## config.mk

```make
export PLATFORM = sky130hd
export DESIGN_NAME = div_hilo_unit
export DESIGN_NICKNAME = d
export VERILOG_FILES = /design/src/rtl/div_hilo_unit.sv
export SDC_FILE = /design/constraint.sdc
export NUM_CORES = 1
export LEC_CHECK = 0
export BUFFER_PORTS_ARGS = -buffer_cell sky130_fd_sc_hd__buf_2
export CAP_MARGIN = 20
export CELL_PAD_IN_SITES_DETAIL_PLACEMENT = 0
export CELL_PAD_IN_SITES_GLOBAL_PLACEMENT = 1
export CORE_MARGIN = 2
export CORE_UTILIZATION = 32
export DETAILED_ROUTE_END_ITERATION = 8
export GPL_TIMING_DRIVEN = 0
export PLACE_DENSITY_LB_ADDON = 0.1
export SKIP_LAST_GASP = 1
export SLEW_MARGIN = 20
export SYNTH_ARGS = -nofsm -noshare
export SYNTH_HDL_FRONTEND = slang
export SYNTH_SLANG_ARGS = --single-unit
```

## constraint.sdc

```tcl
create_clock -name clk -period 1.8 [get_ports clk]
set_clock_uncertainty 0.05 [all_clocks]
set_input_delay 0.36 -clock clk [delete_from_list [all_inputs] [get_ports clk]]
set_output_delay 0.36 -clock clk [all_outputs]
set_load 0.02 [all_outputs]
```

## src/rtl/div_hilo_unit.sv

```systemverilog
// EX-stage sequencer for DIV/DIVU around an external combinational divider,
// plus the architectural HI/LO registers (MTHI/MTLO writes, MFHI/MFLO reads).
module div_hilo_unit #(
    parameter int WIDTH   = 32,
    parameter int LATENCY = 4
) (
    input  logic             clk,
    input  logic             rst,
    input  logic             start,
    input  logic             is_unsigned,
    input  logic [WIDTH-1:0] op_a,
    input  logic [WIDTH-1:0] op_b,
    input  logic             flush,
    input  logic             mthi_we,
    input  logic             mtlo_we,
    input  logic [WIDTH-1:0] mt_data,
    output logic             div_ena,
    output logic             div_sign,
    output logic [WIDTH-1:0] div_a,
    output logic [WIDTH-1:0] div_b,
    input  logic [WIDTH-1:0] div_q,
    input  logic [WIDTH-1:0] div_r,
    output logic [WIDTH-1:0] hi,
    output logic [WIDTH-1:0] lo,
    output logic             stall,
    output logic             busy,
    output logic             done,
    output logic             div_by_zero
);

    localparam int CW = (LATENCY > 1) ? $clog2(LATENCY) : 1;
    localparam logic [CW-1:0] CNT_LOAD = CW'(LATENCY - 1);

    typedef enum logic {
        S_IDLE = 1'b0,
        S_BUSY = 1'b1
    } state_t;

    state_t           r_state;
    logic [CW-1:0]    r_cnt;
    logic             r_div_ena;
    logic             r_div_sign;
    logic [WIDTH-1:0] r_div_a;
    logic [WIDTH-1:0] r_div_b;
    logic [WIDTH-1:0] r_hi;
    logic [WIDTH-1:0] r_lo;
    logic             r_done;
    logic             r_div_by_zero;

    logic w_accept;
    logic w_counting;

    assign w_accept   = (r_state == S_IDLE) && start && !flush;
    assign w_counting = (r_state == S_BUSY) && (r_cnt != '0);

    // The commit cycle is not stalled so the DIV can leave EX as hi/lo update.
    assign stall = w_accept || w_counting;
    assign busy  = (r_state == S_BUSY);

    always_ff @(posedge clk) begin
        if (rst) begin
            r_state       <= S_IDLE;
            r_cnt         <= '0;
            r_div_ena     <= 1'b0;
            r_div_sign    <= 1'b0;
            r_div_a       <= '0;
            r_div_b       <= '0;
            r_hi          <= '0;
            r_lo          <= '0;
            r_done        <= 1'b0;
            r_div_by_zero <= 1'b0;
        end else begin
            r_done        <= 1'b0;
            r_div_by_zero <= 1'b0;
            case (r_state)
                S_IDLE: begin
                    if (mthi_we) r_hi <= mt_data;
                    if (mtlo_we) r_lo <= mt_data;
                    if (w_accept) begin
                        r_div_a    <= op_a;
                        r_div_b    <= op_b;
                        r_div_sign <= is_unsigned;
                        r_cnt      <= CNT_LOAD;
                        r_div_ena  <= 1'b1;
                        r_state    <= S_BUSY;
                    end
                end
                S_BUSY: begin
                    if (flush) begin
                        r_div_ena <= 1'b0;
                        r_cnt     <= '0;
                        r_state   <= S_IDLE;
                    end else if (r_cnt != '0) begin
                        r_cnt <= r_cnt - 1'b1;
                    end else begin
                        // Divide-by-zero results are committed unchanged; the flag is informational.
                        r_lo          <= div_q;
                        r_hi          <= div_r;
                        r_div_ena     <= 1'b0;
                        r_state       <= S_IDLE;
                        r_done        <= 1'b1;
                        r_div_by_zero <= (r_div_b == '0);
                    end
                end
                default: r_state <= S_IDLE;
            endcase
        end
    end

    assign div_ena     = r_div_ena;
    assign div_sign    = r_div_sign;
    assign div_a       = r_div_a;
    assign div_b       = r_div_b;
    assign hi          = r_hi;
    assign lo          = r_lo;
    assign done        = r_done;
    assign div_by_zero = r_div_by_zero;

endmodule

```

==> impl_metrics.yaml <==
routing:
  drt-initial-drc-count: 162
  route.detailed.drc: 0
  wl_per_cell_um: 16.7
  num_vias: 5727
  dr.pass1.iters: 5
  routed_wl_mm: 19.8
  postRouteAntennaNets: 0
  avgViaCountPerCell: 4.84
sta:
  min_period_ns: 1.92
  holdWs_ns: 0.131
  tightest_slew_ns: 0.742
  fmax_ghz: 0.521
  finalSetupViolations: 1
  slew_headroom_pct: 50.5
  finalSetupTns_ns: -0.118
  period_share_pct: 107
  rsz0062_at_grt: "yes"
  hold_violations: 0
  drv_slew: 0
  setup_slack_ns: -0.118
pwr:
  p_leak_uw: 0.00364
  ir_worst_vdd_uv: 595
  power.density_mw_per_mm2: 963
cts:
  cts_hold_buf: 0
  clkLatencyLatePin_ns: 0.41
  cts_buffers: 17
  cts_max_level: 4
  clock_sinks: 135
  cts_root_buf: "clkbuf_16"
  cts_tree: "yes"
  clockBufferDepth: 2
  cts.clk_slew.worst_paths_ns: 0.06
global_route:
  grt_antenna_before_repair: 2
  grt_usage_pct: 20.4
  grt_overflow: 0
  grt_max_degree: 17
  grt_pass1_vias: 6027
  grt_pass1_wl_mm: 31.4
outcome:
  violations: "negative setup slack"
  status: "complete, but fails checks"
final_layout:
  utilization_pct: 46.3
  layout-drive-gt1-share_pct: 46.5
  multi_input_area_mm2: 0.00285
  synthToLayoutAreaGrowth_pct: 42.8
  fin_area_mm2: 0.00830
  n_fill_cell: 1793
  layout.nets: 1109
  final-seq-area_mm2: 0.00271
setup_path:
  worstRegToRegCells: 7
  cp-startpoint: "busy"
  cp.required_ns: 1.39
  max_stage_delay_ns: 0.42
  r2r_end: "hi[2]"
  startpoint_type: "register"
  path_max_fanout: 4
  crit_path_end_kind: "primary output"
  regToRegStartpoint: "busy"
  critPathKind: "register to primary output"
  crit_arrival_ns: 1.51
  regToRegSetupSlack_ns: 0.12
  cp_common_cell: "buf_6"
  crit_slowest_cell: "or3b_4"
  path_cells: "buf_6 -> or3b_4 -> o21ai_4 -> buf_6"
die:
  io_pins: 301
  start_util_pct: 32.4
  fp-row-count: 49
  die_area_mm2: 0.0192
  die_w_um: 139
  die_height_um: 139
  core-area_mm2: 0.0179
hold_path:
  hold_path_end: "div_b[0]"
  hp-class: "input port to register"
  hp-start: "op_b[0]"
  hold_depth: 3
place:
  hpwl_mm: 15.4
  postPlaceCellArea_mm2: 0.00759
  portBuffers: 299
  routabilityCongestion: 0.847
yosys:
  synth_area_mm2: 0.00581
  synth_area_leaders: "dfxtp_1 (47%), a211oi_2 (13%), mux2i_1 (11%)"
  ys.flop_type: "dfxtp_1"
  synth_top_cell_area_share_pct: 46.5
  ys_ff_latch: 135
  synthTopCellsByCount: "dfxtp_1 (135), nand2_1 (131), a21oi_1 (68)"
  ys_types: 24
  postSynthCellCount: 621
  synth_nets: 789
  synth_most_common_cell: "dfxtp_1"
  yosysSeqAreaShare_pct: 46.5
  synth-edff-count: 0
  ys_warn_count: 0
  synthArstFlopShare_pct: 0
  avgSynthCellArea_um2: 9.35
  synth_top_area_cell: "dfxtp_1"
flow_run:
  cap_violations: 0
## area by class of cell
class	count	area share, %
Timing Repair Buffer	304	18.6
Antenna cell	2	0.0603
Clock inverter	9	0.905
Clock buffer	22	5.84
Sequential cell	135	32.6
Inverter	3	0.136
Buffer	57	4.12
Multi-Input combinational cell	423	34.3
Tap cell	229	3.45
## through the flow
stage               cells  power (uW)  setup slack, ns
finish               1184        7990           -0.118
global route         1183        8370           -0.181
CTS                  1185        8080           -0.212
detailed placement   1149        4740           -0.264
global placement     1149        4710           -0.210
floorplan             621        4170            0.150
## cells by family after synthesis
group,Yosys count,share of synthesized area (%)
adders and majority gates,1,0.215
buffers and inverters,63,5.49
AOI/OAI and AO/OA,138,20.0
DFF,135,46.5
and+or+nand+nor,220,16.8
muxes,64,11.0
## flip-flops by register name, summed over array words and instances (netlist names)
| name | cells |
|---|---|
| div_sign | 1 |
| done | 1 |
| r_cnt | 2 |
| div_a | 32 |
| lo | 32 |
| div_b | 32 |
| busy | 1 |
| div_by_zero | 1 |
| hi | 32 |
| div_ena | 1 |
## layout by cell type, fill, tap and decap left out, types with 2 or more instances in the layout
cell	n
buf_2	311
dfxtp_1	133
nand2_1	131
a21oi_1	68
mux2i_1	64
a211oi_2	59
nor3_1	58
clkbuf_1	23
clkbuf_16	17
buf_6	10
buf_4	9
nor4_1	9
nor3_2	6
clkinv_2	6
clkbuf_2	5
nor2b_1	4
a211oi_1	4
clkbuf_8	4
inv_1	3
clkbuf_4	3
nor3b_1	3
o21ai_0	3
diode_2	2
or2_4	2
o21bai_1	2
nor2_1	2
nand4_1	2
dfxtp_2	2
clkinvlp_4	2
## worst max-delay path by stage
stage / endpoint / cells past startpoint
after floorplan: stall / 4
after global placement: div_b[5] / 4
after detailed placement: div_b[3] / 4
after CTS: stall / 5
after global routing: stall / 4
final: stall / 4
## what timing repair did
action                                  4_1_cts  5_1_grt
gates resized for setup                      17       28
setup buffers                                 5        0
pin swaps                                     1        1
endpoints found under the setup margin      100       91
## worst max-delay path: cells and delay by family, from the launching register on
kind / cells / cell delay, ns
AO/OA/AOI/OAI: 1 / 0.08
AND/OR/NAND/NOR: 1 / 0.42
buffers and inverters: 2 / 0.26
flip-flops: 1 / 0.32
## layer usage
metal	share of wire, %	vias to the layer above	global-route usage (%)
met2	48	220	34.8
li1	-	2835	-
met5	0	-	0
met1	41	2644	23.7
met3	7.8	28	6.73
met4	2.4	0	8.03
## where the power goes
part | switching (uW) | leakage [uW] | total [uW] | internal, uW
combinational | 836 | 0.00225 | 1400 | 563
sequential | 111 | 0.00111 | 3300 | 3190
clock | 1270 | 0.000277 | 3290 | 2020
total | 2220 | 0.00364 | 7990 | 5770
Note: power is estimated with default switching activity, not from simulation.
